### config.mk
export PLATFORM = sky130hd
export DESIGN_NAME = idma_desc64_ch_arbiter
export DESIGN_NICKNAME = d
export VERILOG_FILES = /design/src/rtl/idma_desc64_ch_arbiter.sv
export SDC_FILE = /design/constraint.sdc
export NUM_CORES = 1
export LEC_CHECK = 0
export CORE_MARGIN = 8
export CORE_UTILIZATION = 25
export DETAILED_ROUTE_END_ITERATION = 12
export SLEW_MARGIN = 20
export SYNTH_ARGS = -nofsm -noshare
export SYNTH_HDL_FRONTEND = slang
export SYNTH_SLANG_ARGS = --single-unit
### constraint.sdc
create_clock -name clk_i -period 5.43 [get_ports clk_i]
set_input_delay 1.086 -clock clk_i [delete_from_list [all_inputs] [get_ports clk_i]]
set_output_delay 1.086 -clock clk_i [all_outputs]
set_load 0.1 [all_outputs]
### src/rtl/idma_desc64_ch_arbiter.sv
// Round-robin arbiter that shares the descriptor submission port between
// channels. It also tracks descriptor ownership in order so that completions
// can be routed back to the channel that submitted them.
module idma_desc64_ch_arbiter #(
  parameter int unsigned NumChannels = 4,
  parameter int unsigned AddrWidth   = 64,
  parameter int unsigned MaxInflight = 8,
  localparam int unsigned ChW  = $clog2(NumChannels),
  localparam int unsigned CntW = $clog2(MaxInflight + 1),
  localparam int unsigned PtrW = $clog2(MaxInflight)
) (
  input  logic                             clk_i,
  input  logic                             rst_ni,
  input  logic [NumChannels*AddrWidth-1:0] ch_addr_i,
  input  logic [NumChannels-1:0]           ch_valid_i,
  output logic [NumChannels-1:0]           ch_ready_o,
  output logic [NumChannels-1:0]           ch_done_o,
  output logic [AddrWidth-1:0]             submit_addr_o,
  output logic                             submit_valid_o,
  input  logic                             submit_ready_i,
  input  logic                             done_i,
  output logic [CntW-1:0]                  inflight_o,
  output logic                             busy_o,
  output logic                             err_o
);

  logic [AddrWidth-1:0] addr_arr [NumChannels];

  logic [ChW-1:0]       rr_q;
  logic [AddrWidth-1:0] sub_addr_q;
  logic                 sub_valid_q;
  logic [CntW-1:0]      infl_q;
  logic [PtrW-1:0]      wptr_q, rptr_q;
  logic [ChW-1:0]       own_q [MaxInflight];
  logic [NumChannels-1:0] done_q;
  logic                 err_q;

  logic                 gnt_en, gnt_found, gnt, pop;
  logic [ChW-1:0]       gnt_idx;

  // Split the flat address bus into one entry per channel.
  for (genvar g = 0; g < NumChannels; g++) begin : g_addr
    assign addr_arr[g] = ch_addr_i[g*AddrWidth +: AddrWidth];
  end

  // A grant needs room in the output register and a free in-flight slot.
  // A completion in the same cycle does not free a slot until the next one.
  assign gnt_en = rst_ni && (!sub_valid_q || submit_ready_i) &&
                  (infl_q < CntW'(MaxInflight));

  // Search from rr_q upward, wrapping, for the first requesting channel.
  always_comb begin
    logic [ChW:0] sum;
    gnt_found = 1'b0;
    gnt_idx   = '0;
    sum       = '0;
    for (int i = 0; i < NumChannels; i++) begin
      sum = {1'b0, rr_q} + (ChW+1)'(i);
      if (sum >= (ChW+1)'(NumChannels)) sum = sum - (ChW+1)'(NumChannels);
      if (!gnt_found && ch_valid_i[sum[ChW-1:0]]) begin
        gnt_found = 1'b1;
        gnt_idx   = sum[ChW-1:0];
      end
    end
  end

  assign gnt        = gnt_en && gnt_found;
  assign ch_ready_o = gnt ? (NumChannels'(1) << gnt_idx) : '0;

  // Only completions with a recorded owner pop; the rest raise the error.
  assign pop = done_i && (infl_q != '0);

  // Round-robin pointer moves past the winner; holds when idle.
  always_ff @(posedge clk_i or negedge rst_ni) begin
    if (!rst_ni) begin
      rr_q <= '0;
    end else if (gnt) begin
      rr_q <= (gnt_idx == ChW'(NumChannels - 1)) ? '0 : gnt_idx + ChW'(1);
    end
  end

  // Output stage: load on grant, empty once the frontend takes the address.
  always_ff @(posedge clk_i or negedge rst_ni) begin
    if (!rst_ni) begin
      sub_valid_q <= 1'b0;
      sub_addr_q  <= '0;
    end else if (gnt) begin
      sub_valid_q <= 1'b1;
      sub_addr_q  <= addr_arr[gnt_idx];
    end else if (sub_valid_q && submit_ready_i) begin
      sub_valid_q <= 1'b0;
      sub_addr_q  <= '0;
    end
  end

  // Ownership FIFO storage; contents are don't-care until pushed.
  always_ff @(posedge clk_i) begin
    if (gnt) own_q[wptr_q] <= gnt_idx;
  end

  // FIFO pointers and in-flight count; depth is a power of two so pointers
  // wrap on their own.
  always_ff @(posedge clk_i or negedge rst_ni) begin
    if (!rst_ni) begin
      wptr_q <= '0;
      rptr_q <= '0;
      infl_q <= '0;
    end else begin
      if (gnt) wptr_q <= wptr_q + PtrW'(1);
      if (pop) rptr_q <= rptr_q + PtrW'(1);
      case ({gnt, pop})
        2'b10:   infl_q <= infl_q + CntW'(1);
        2'b01:   infl_q <= infl_q - CntW'(1);
        default: infl_q <= infl_q;
      endcase
    end
  end

  // Completion pulse to the head owner, and the sticky spurious-done flag.
  always_ff @(posedge clk_i or negedge rst_ni) begin
    if (!rst_ni) begin
      done_q <= '0;
      err_q  <= 1'b0;
    end else begin
      done_q <= pop ? (NumChannels'(1) << own_q[rptr_q]) : '0;
      if (done_i && (infl_q == '0)) err_q <= 1'b1;
    end
  end

  assign ch_done_o      = done_q;
  assign submit_addr_o  = sub_addr_q;
  assign submit_valid_o = sub_valid_q;
  assign inflight_o     = infl_q;
  assign busy_o         = (infl_q != '0);
  assign err_o          = err_q;

endmodule

==> summary.md, run 1 <==
| Metric | Value |
|---|---|
| Synth Register Bits | `roughly 100` |
| Via count of the first global-routing pass | `6,451` |
| Vertical die dimension | `168 um` |
| Drt via density | `4.78` |
| Data required time at the worst endpoint | `4340 ps` |
| Unrepaired setup endpoints after global routing | `no` |
| Category of the most critical setup path | `in2out` |
| CP Max Fanout | `11` |
| Final setup fails | `0` |
| F_max | `between 200 and 250 MHz` |
| CTS max path bufs | `2` |
| Critical Path Slowest Stage Cell | `sky130_fd_sc_hd__clkdlybuf4s50_1` |
| Number of buffers created by CTS | `9` |
| Data arrival at the endpoint of the critical path | `slightly above 3000 ps` |
| Clock latency at the later pin of the worst-skew pair | `approximately 350 ps` |
| Cts hold-fix bufs | `0` |
| Number of nets with antenna violations after routing | `0` |
| ANT cells | `0` |
| Max-slew violations | `0` |
| Most common cell after layout, fill and taps aside | `sky130_fd_sc_hd__clkdlybuf4s50_1` |
| Die footprint | `28,400 um2` |
| Drt initial violations | `382` |
| CTS sink count | `98` |
| Relative slew slack | `between 20% and 30%` |
| Async set-or-reset flop fraction in the synthesized netlist | `a little over four fifths` |
| Buffers added on ports | `roughly 340` |
| Total overflow reported by the global router | `0` |
| Unique cell type count in the Yosys netlist | `41` |
| Maximum VDD drop | `approximately 0.00036 V` |
| DRC viols | `0` |
| Htree depth | `3` |
| Final Power | `6.23 mW` |
| Number of vias in the routed layout | `6,187` |
| Mean instance size in the synthesized netlist | `8.37 um2` |
| Drt total wl | `between 20 and 25 mm` |
| Clock-pin slew reported for the worst setup and hold paths after clock tree synthesis | `80 ps` |
| Post-Route Setup TNS | `0 ps` |
| CTS tree | `yes` |
| Clock root buffer master | `sky130_fd_sc_hd__clkbuf_16` |
| Number of max-cap violations | `0` |
| Final worst-path cycle share | `76.2%` |
| Worst hold start | `err_o` |
| Global-route usage over all layers | `16.7%` |
| Reg-to-reg critical path startpoint | `inflight_o[3]` |
| Number of standard cells after synthesis | `just under 700` |
| Number of enable flip-flop cells after synthesis | `16` |
| Antenna violations before repair | `0` |
| Register-to-register setup slack | `2730 ps` |
| Run status | `finished, final reports clean` |
| Crit path time final | `4140 ps` |
| Area of the mapped netlist | `a little under 6000 um2` |
| Number of nets in the synthesized netlist | `967` |
| Slew of the pin with the lowest slew margin | `1070 ps` |
| Number of placement rows | `55` |
| Worst Hold Path EP | `err_o` |
| Path type of the worst min-delay path | `reg2reg` |
| Count of warnings emitted by yosys | `0` |
| Drt first pass iters | `4` |
| Ratio of cells with drive above 1 in the final layout | `4.36%` |
| Number of top-level pins | `343` |
| Clock Skews | `13.3 ps` |
| R2R Path End | `submit_addr_o[34]` |
| Post-synthesis sequential area ratio | `43.6%` |
| Type of element launching the critical path | `input port` |
| Worst reg-to-reg path cell count | `7` |
| Area inside the core boundary | `22,700 um2` |
| Slowest stage delay, CP | `570 ps` |
| Power per cell area | `644 nW/um2` |
| Placement Cell Area | `9350 um2` |
| Count of final hold-check violations | `0` |
| Worst path most repeated cell | `sky130_fd_sc_hd__and2_1` |
| Post-layout util | `42.6%` |
| Largest net degree at the start of global routing | `78` |
| Source of the critical timing path | `ch_valid_i[0]` |
| Static Leakage | `4.36 nW` |
| PostCTS Resize Cnt | `0` |
| Detail Placement HPWL | `18.1 mm` |
| Number of buffers inserted by post-CTS setup repair | `0` |
| Signed area change from the synthesized netlist to the final layout | `66.4%` |
| Die Wd | `168 um` |
| Post-route cell area | `9670 um2` |
| Wire per inst | `18.8 um` |
| Depth of the worst hold-timing path | `1` |
| Endpoint kind of the worst setup timing path | `primary output` |
| Count of nets after finishing | `1,277` |
| Synth Flop Type | `sky130_fd_sc_hd__dfrtp_1` |
| Last weighted congestion value of the routability-driven placer | `between 0.8 and 0.9` |
| Critical Path, Cell by Cell | `clkdlybuf4s50_1 > nand2_1 > a311o_1 > and2_1 > inv_1 > ha_1 > and2_1 > buf_12` |
| Initial Utilization | `25.6%` |
| Commonest cells after routing, fill and taps aside | `sky130_fd_sc_hd__clkdlybuf4s50_1, sky130_fd_sc_hd__nand2_1, sky130_fd_sc_hd__a21oi_1, sky130_fd_sc_hd__dfrtp_1, sky130_fd_sc_hd__a211o_1` |
| First-pass GRT wire length | `approximately 38 mm` |
==> worst max-delay path: cells and delay by family <==
kind	cells	cell delay, ps
simple gates	3	540
compound gates	1	400
fa+ha+maj	1	140
buf+inv	3	880
==> routing by layer <==
metal,vias up,wire (um),GRT usage [%]
met4,0,555,6.02
met2,260,11500,27.9
met5,-,0,0
met1,2899,10200,19.9
met3,28,2080,5.21
li1,3000,-,-
==> worst max-delay path by stage <==
| stage | end | slack [ps] | cells past startpoint |
|---|---|---|---|
| 2_1_floorplan | ch_ready_o[2] | 1530 | 7 |
| 3_3_place_gp | ch_ready_o[0] | 1300 | 8 |
| 3_5_place_dp | ch_ready_o[1] | 1290 | 8 |
| 4_1_cts | ch_ready_o[0] | 1280 | 8 |
| 5_1_grt | ch_ready_o[1] | 1140 | 8 |
| 6_report | ch_ready_o[0] | 1290 | 8 |
==> cell type report <==
class	count	area, um2
Multi-Input combinational cell	537	2900
Sequential cell	98	2530
Clock inverter	7	96.3
Clock buffer	9	225
Fill cell	2272	13000
Inverter	6	25.0
Timing Repair Buffer	352	3540
Tap cell	285	357
==> synthesized netlist by cell type, drive strengths merged (2+ instances only) <==
| cell | n | area, um2 |
|---|---|---|
| xnor2 | 3 | 26.3 |
| a211o | 64 | 561 |
| a21oi | 130 | 654 |
| nand2 | 270 | 1010 |
| nor4 | 3 | 18.8 |
| inv | 6 | 22.5 |
| ha | 9 | 113 |
| o21ai | 2 | 10.0 |
| nor2 | 5 | 18.8 |
| clkbuf | 10 | 37.5 |
| xor2 | 7 | 61.3 |
| nor4b | 2 | 17.5 |
| nor3 | 4 | 20.0 |
| nor3b | 4 | 30.0 |
| and2 | 5 | 31.3 |
| a21o | 2 | 15.0 |
| edfxtp | 16 | 480 |
| mux4 | 4 | 90.1 |
| dfrtp | 82 | 2050 |
| nand2b | 3 | 18.8 |
| a21boi | 2 | 15.0 |
| buf | 43 | 325 |
| mux2 | 3 | 37.5 |
| nor2b | 2 | 12.5 |
| o32ai | 2 | 17.5 |
| mux2i | 3 | 30.0 |
==> power by group <==
part	internal, mW	leakage (nW)	switching, mW
registers	1.08	1.19	0.241
clock network	0.373	0.154	0.338
logic	1.13	3.01	3.07
total	2.58	4.36	3.65
==> flip-flops by register name, indices dropped and copies added (netlist names) <==
signal          flops
ch_done_o           4
err_o               1
inflight_o          4
own_q              16
rptr_q              3
rr_q                2
submit_addr_o      64
submit_valid_o      1
wptr_q              3
==> cell families after synthesis <==
kind of cell	after synthesis	share of synthesized area (%)
flops	98	43.6
buf+inv	59	6.63
xor+xnor	10	1.51
mux	10	2.71
simple gates	301	20.8
compound gates	207	22.9
fa+ha+maj	9	1.94
==> stage by stage <==
stage          setup WS [ps]  cells  hold slack, ps
6_report                1290   1294             475
2_1_floorplan           1530    694             498
3_3_place_gp            1300   1278             440
5_1_grt                 1140   1294             491
3_5_place_dp            1290   1278             460
4_1_cts                 1280   1294             479
Power figures use the tool's default switching activity.
==> run 2: changes to the inputs <==
Clock period 5.43 ns to 3.45 ns, I/O delays scaled along.
==> run 2 against run 1 <==
Net effect:
- sequential power grew 58%
- worst setup slack lost 1100 ps
- worst hold slack lost 37 ps
- global-route usage grew 0.28 points
- routed wire length grew 1.2%
- via count grew 0.31%
- combinational power grew 56%
- core utilization shrank 0.28 points
- sequential share of layout area grew 0.17 points
- critical path type unchanged
==> summary.md, run 2 (synthesized netlist as in run 1, its figures left out) <==
| Metric | Value |
|---|---|
| Area inside the core boundary | `22,700 um2` |
| Share of power burned in registers | `~22%` |
| Number of vias in the routed layout | `6,206` |
| Post-route insts no fill | `1,301` |
| PostCTS Resize Cnt | `0` |
| Cts hold-fix bufs | `0` |
| Post-route cell area | `9610 um2` |
| Max-slew violations | `0` |
| Type of element launching the critical path | `input port` |
| Drt via density | `4.77` |
| Detail Placement HPWL | `18.1 mm` |
| Clock-pin slew reported for the worst setup and hold paths after clock tree synthesis | `80 ps` |
| Vertical die dimension | `about 170 um` |
| Via count of the first global-routing pass | `around 6,600` |
| Number of nets with antenna violations after routing | `0` |
| CP Max Fanout | `5` |
| Relative slew slack | `31.8%` |
| Signed area change from the synthesized netlist to the final layout | `65.3%` |
| Drt total wl | `24.6 mm` |
| ANT cells | `0` |
| Power share of the clock group | `10.7%` |
| F_max | `about 310 MHz` |
| Slew of the pin with the lowest slew margin | `1020 ps` |
| Maximum VDD drop | `0.000611 V` |
| First-pass GRT wire length | `38.3 mm` |
| Slowest stage delay, CP | `roughly 550 ps` |
| Final Power | `9.69 mW` |
| Number of placement rows | `55` |
| Clock root buffer master | `sky130_fd_sc_hd__clkbuf_16` |
| Drt first pass iters | `4` |
| CTS tree | `yes` |
| Endpoint kind of the worst setup timing path | `primary output` |
| DRC viols | `0` |
| Unrepaired setup endpoints after global routing | `no` |
| Number of buffer and inverter instances along the worst setup path | `4` |
| Fraction of power spent switching nets | `59.5%` |
| Cell count after placement | `1,285` |
| Antenna violations before repair | `1` |
| Family of cells with the greatest summed delay on the critical path | `buffers and inverters` |
| Critical Path, Cell by Cell | `clkdlybuf4s50_1 > inv_1 > a311o_1 > and2_1 > inv_1 > ha_1 > and2_1 > buf_12` |
| Clock latency at the later pin of the worst-skew pair | `350 ps` |
| Sw power | `between 5 and 6 mW` |
| Ratio of cells with drive above 1 in the final layout | `10.5%` |
| Number of fill cells | `2,323` |
| Clock Skews | `13.0 ps` |
| Placement Cell Area | `9310 um2` |
| Critical Path Slowest Stage Cell | `sky130_fd_sc_hd__clkdlybuf4s50_1` |
| Crit path time final | `3230 ps` |
| Internal cell power | `3.93 mW` |
| Count of final hold-check violations | `0` |
| Path type of the worst min-delay path | `in2async` |
| Largest net degree at the start of global routing | `90` |
| Final setup fails | `0` |
| Logic pwr share | `67.7%` |
| Run status | `finished, final reports clean` |
| Count of nets after finishing | `1,284` |
| Static Leakage | `4.49 nW` |
| Initial Utilization | `around 26%` |
| Flip-flop count of the largest register, all copies and words added | `64` |
| Die footprint | `28,400 um2` |
| Post-Route Setup TNS | `0 ps` |
| Most common cell after layout, fill and taps aside | `sky130_fd_sc_hd__clkdlybuf4s50_1` |
| Die Wd | `168 um` |
| Number of buffers inserted by post-CTS setup repair | `0` |
| Data required time at the worst endpoint | `2760 ps` |
| Number of buffers created by CTS | `9` |
| Data arrival at the endpoint of the critical path | `about 2500 ps` |
| Last weighted congestion value of the routability-driven placer | `0.840` |
| CTS max path bufs | `2` |
| Wire per inst | `18.9 um` |
| Number of max-cap violations | `0` |
| Post-layout util | `a little over two fifths` |
| Category of the most critical setup path | `in2out` |
| Buffers added on ports | `about 340` |
| Htree depth | `3` |
| Drt initial violations | `roughly 410` |
| CTS sink count | `98` |
| Total overflow reported by the global router | `0` |
| Commonest cells after routing, fill and taps aside | `sky130_fd_sc_hd__clkdlybuf4s50_1, sky130_fd_sc_hd__nand2_1, sky130_fd_sc_hd__a21oi_1, sky130_fd_sc_hd__dfrtp_1, sky130_fd_sc_hd__buf_4` |
| Global-route usage over all layers | `17.0%` |
| Number of top-level pins | `343` |
| Power per cell area | `1010 nW/um2` |
| Final worst-path cycle share | `93.6%` |
run 2: worst register-to-register path, delay by kind of cell (launching register included):
kind,cells,cell delay (ps)
AO/OA/AOI/OAI,1,150
XOR/XNOR,3,450
adder cells (fa/ha/maj),2,460
buffers and inverters,1,180
flip-flops,1,480
AND/OR/NAND/NOR,3,620
run 2: routing by layer:
metal / vias to the layer above / global-route usage [%] / part of all wire (%)
met5: - / 0 / 0.053
met4: 2 / 6.33 / 2.6
met3: 31 / 5.14 / 8.2
met2: 254 / 28.4 / 47
met1: 2900 / 20.2 / 42
li1: 3019 / - / -
run 2: worst paths after layout:
kind                                    start                 to  slack (ps)  cells after the start
worst max-delay path            ch_valid_i[1]      ch_ready_o[0]         220                      8
worst min-delay path                   rst_ni          wptr_q[1]         440                      2
worst max register to register  inflight_o[1]      inflight_o[2]         990                     10
worst min register to register          err_o              err_o         470                      1
max in group asynchronous              rst_ni  submit_addr_o[42]        1960                      3
min in group clk_i                      err_o              err_o         470                      1
run 2: area by class of cell:
| cell class | instances | area, um2 | area share [%] |
|---|---|---|---|
| multi-input combinational | 537 | 2900 | 30.2 |
| clock inverter | 7 | 70.1 | 0.729 |
| timing repair buffer | 359 | 3500 | 36.4 |
| clock buffer | 9 | 225 | 2.34 |
| sequential | 98 | 2530 | 26.4 |
| inverter | 6 | 25.0 | 0.260 |
| tap | 285 | 357 | 3.71 |
run 2: power by group through the flow:
stage                     sequential (mW)  clock (mW)  combinational (mW)
final                                2.09        1.04                6.56
after global routing                 2.17        1.13                6.88
after CTS                            2.10        1.08                6.62
after detailed placement             2.11           0                6.61
after global placement               2.10           0                6.59
after floorplan                      5.21           0                1.83
run 2: metrics by stage:
| step | hold slack, ps | worst slack [ps] |
|---|---|---|
| floorplan | 394 | 338 |
| global placement | 444 | 233 |
| detailed placement | 450 | 232 |
| CTS | 451 | 212 |
| global route | 476 | 105 |
| finish | 438 | 221 |
==> run 3: changes to the inputs <==
Settings changed: CORE_MARGIN 8 to 2.
==> run 3 against run 2 <==
Net effect:
- sequential power hardly changed
- final cell count stayed put
- first-iteration DRC count is 1.7% higher
- clock power is 9.6% higher
- worst setup slack better by 8.4 ps
- critical endpoint unchanged
==> summary.md, run 3 (synthesized netlist as in run 1, its figures left out) <==
| Metric | Value |
|---|---|
| Run status | `finished, final reports clean` |
| Data required time at the worst endpoint | `2760 ps` |
| R2R Path End | `inflight_o[2]` |
| Slowest stage delay, CP | `570 ps` |
| Number of max-cap violations | `0` |
| Worst reg-to-reg path cell count | `10` |
| CTS max path bufs | `2` |
| Max-slew violations | `0` |
| Register-to-register setup slack | `960 ps` |
| Logic pwr share | `between 60 and 70%` |
| Unrepaired setup endpoints after global routing | `no` |
| Static Leakage | `approximately 4.5 nW` |
| Post-route cell area | `a little under 10,000 um2` |
| Antenna violations before repair | `0` |
| Maximum VDD drop | `0.000727 V` |
| Slew of the pin with the lowest slew margin | `1000 ps` |
| Relative slew slack | `32.9%` |
| Crit path time final | `3220 ps` |
| Number of fill cells | `2,300` |
| Placement Cell Area | `9350 um2` |
| Internal cell power | `4.12 mW` |
| Wire per inst | `roughly 17 um` |
| Detailed route wirelength on metal2 | `11.1 mm` |
| Buffers added on ports | `around 340` |
| Vertical die dimension | `156 um` |
| Worst path most repeated cell | `sky130_fd_sc_hd__and2_1` |
| Type of element launching the critical path | `input port` |
| Via count of the first global-routing pass | `approximately 6,100` |
| Reg-to-reg critical path startpoint | `inflight_o[1]` |
| Initial Utilization | `25.6%` |
| Flip-flop count of the largest register, all copies and words added | `64` |
| Ratio of cells with drive above 1 in the final layout | `8.86%` |
| Drt first pass iters | `4` |
| Endpoint kind of the worst setup timing path | `primary output` |
| Htree depth | `3` |
| Cell count after placement | `1,285` |
| Clock root buffer master | `sky130_fd_sc_hd__clkbuf_16` |
| Most common cell after layout, fill and taps aside | `sky130_fd_sc_hd__clkdlybuf4s50_1` |
| Clock Skews | `approximately 12 ps` |
| Detail Placement HPWL | `16.3 mm` |
| Worst setup slack before clock tree synthesis | `231 ps` |
| Drt initial violations | `420` |
| Met1 Routed Length | `9.22 mm` |
| Global-route usage over all layers | `between 15 and 20%` |
| Total overflow reported by the global router | `0` |
| Sw power | `5.69 mW` |
| Power per cell area | `1010 nW/um2` |
| Worst Slack Setup Final | `230 ps` |
| Last weighted congestion value of the routability-driven placer | `0.783` |
| Final worst-path cycle share | `93.3%` |
| Post-Route Setup TNS | `0 ps` |
| Number of placement rows | `55` |
| Largest net degree at the start of global routing | `67` |
| Met3 wire length | `1.69 mm` |
| Power share of the clock group | `11.7%` |
| Uppermost metal layer occupied by signal nets | `met4` |
| Data arrival at the endpoint of the critical path | `2530 ps` |
| DRC viols | `0` |
| Clock latency at the later pin of the worst-skew pair | `approximately 350 ps` |
| Path type of the worst min-delay path | `in2async` |
| Drt via density | `4.71` |
| Final setup fails | `0` |
| First-pass GRT wire length | `between 30 and 40 mm` |
| Clock-pin slew reported for the worst setup and hold paths after clock tree synthesis | `70 ps` |
| Number of vias in the routed layout | `6,127` |
| CTS tree | `yes` |
| CTS sink count | `98` |
| Count of nets after finishing | `1,284` |
| Count of final hold-check violations | `0` |
| Post-layout util | `42.6%` |
| CP Max Fanout | `7` |
| Number of top-level pins | `343` |
| Share of power burned in registers | `a little over a fifth` |
| Die Wd | `156 um` |
| Critical Path, Cell by Cell | `clkdlybuf4s50_1 > nand2_1 > a311o_1 > and2_1 > inv_1 > ha_1 > and2_1 > buf_12` |
| Source of the critical timing path | `ch_valid_i[0]` |
| Commonest cells after routing, fill and taps aside | `sky130_fd_sc_hd__clkdlybuf4s50_1, sky130_fd_sc_hd__nand2_1, sky130_fd_sc_hd__a21oi_1, sky130_fd_sc_hd__dfrtp_1, sky130_fd_sc_hd__a211o_1` |
| PostCTS Resize Cnt | `0` |
| ANT cells | `0` |
| Critical Path Slowest Stage Cell | `sky130_fd_sc_hd__clkdlybuf4s50_1` |
| Cts hold-fix bufs | `0` |
| F_max | `between 300 and 400 MHz` |
| Post-route insts no fill | `1,301` |
| Worst hold slack across all endpoints | `roughly 420 ps` |
| Number of nets with antenna violations after routing | `0` |
| Final Power | `9.81 mW` |
| Die footprint | `about 24,000 um2` |
| Number of buffers created by CTS | `9` |
| Area inside the core boundary | `22,700 um2` |
| Fraction of power spent switching nets | `approximately three fifths` |
| Capture point of the critical path | `ch_ready_o[0]` |
| Signed area change from the synthesized netlist to the final layout | `66.6%` |
| Number of buffers inserted by post-CTS setup repair | `0` |
| Category of the most critical setup path | `in2out` |
| Drt total wl | `between 20 and 25 mm` |
[run 3: changes by cell type in the layout (fill, tap and decap cells not counted)]
cell / before / now
sky130_fd_sc_hd__clkinv_2: 1 / 0
sky130_fd_sc_hd__inv_8: 2 / 0
sky130_fd_sc_hd__clkbuf_8: 0 / 1
sky130_fd_sc_hd__clkdlybuf4s50_1: 281 / 297
sky130_fd_sc_hd__clkbuf_1: 0 / 1
sky130_fd_sc_hd__bufinv_16: 0 / 2
sky130_fd_sc_hd__clkinv_4: 2 / 1
sky130_fd_sc_hd__inv_6: 1 / 2
sky130_fd_sc_hd__clkinv_8: 1 / 0
sky130_fd_sc_hd__buf_4: 70 / 54
[run 3: critical path: cells and delay by family]
kind | cells | cell delay [ps]
adders and majority gates | 1 | 130
AOI/OAI and AO/OA | 1 | 400
buffers and inverters | 3 | 850
and+or+nand+nor | 3 | 450
[run 3: power by group through the flow]
stage	clock network [mW]	logic, mW	registers (mW)
final	1.14	6.58	2.09
after global routing	1.23	6.88	2.16
after CTS	1.19	6.62	2.09
after detailed placement	0	6.62	2.11
after global placement	0	6.59	2.10
after floorplan	0	1.83	5.21
[run 3: per-layer routing]
metal	vias to the layer above	GRT usage, %
met5	-	0
met4	0	5.02
met3	18	4.21
met2	239	30.8
met1	2852	20.7
li1	3018	-
[run 3: layout make-up]
class	count	area (um2)	share of cell area [%]
clock inverters	5	86.3	0.892
inverters	6	25.0	0.258
well taps	285	357	3.68
repair buffers	359	3540	36.5
flip-flops and latches	98	2530	26.2
multi-input cells	537	2900	30.0
clock buffers	11	243	2.51
[run 3: worst min-delay path by stage]
stage | startpoint | to | slack [ps] | depth (start not counted)
after floorplan | rst_ni | ch_done_o[0] | 390 | 0
after global placement | err_o | err_o | 440 | 1
after detailed placement | err_o | err_o | 440 | 1
after CTS | rst_ni | inflight_o[0] | 430 | 2
after global routing | rst_ni | inflight_o[0] | 460 | 2
final | rst_ni | inflight_o[0] | 420 | 2
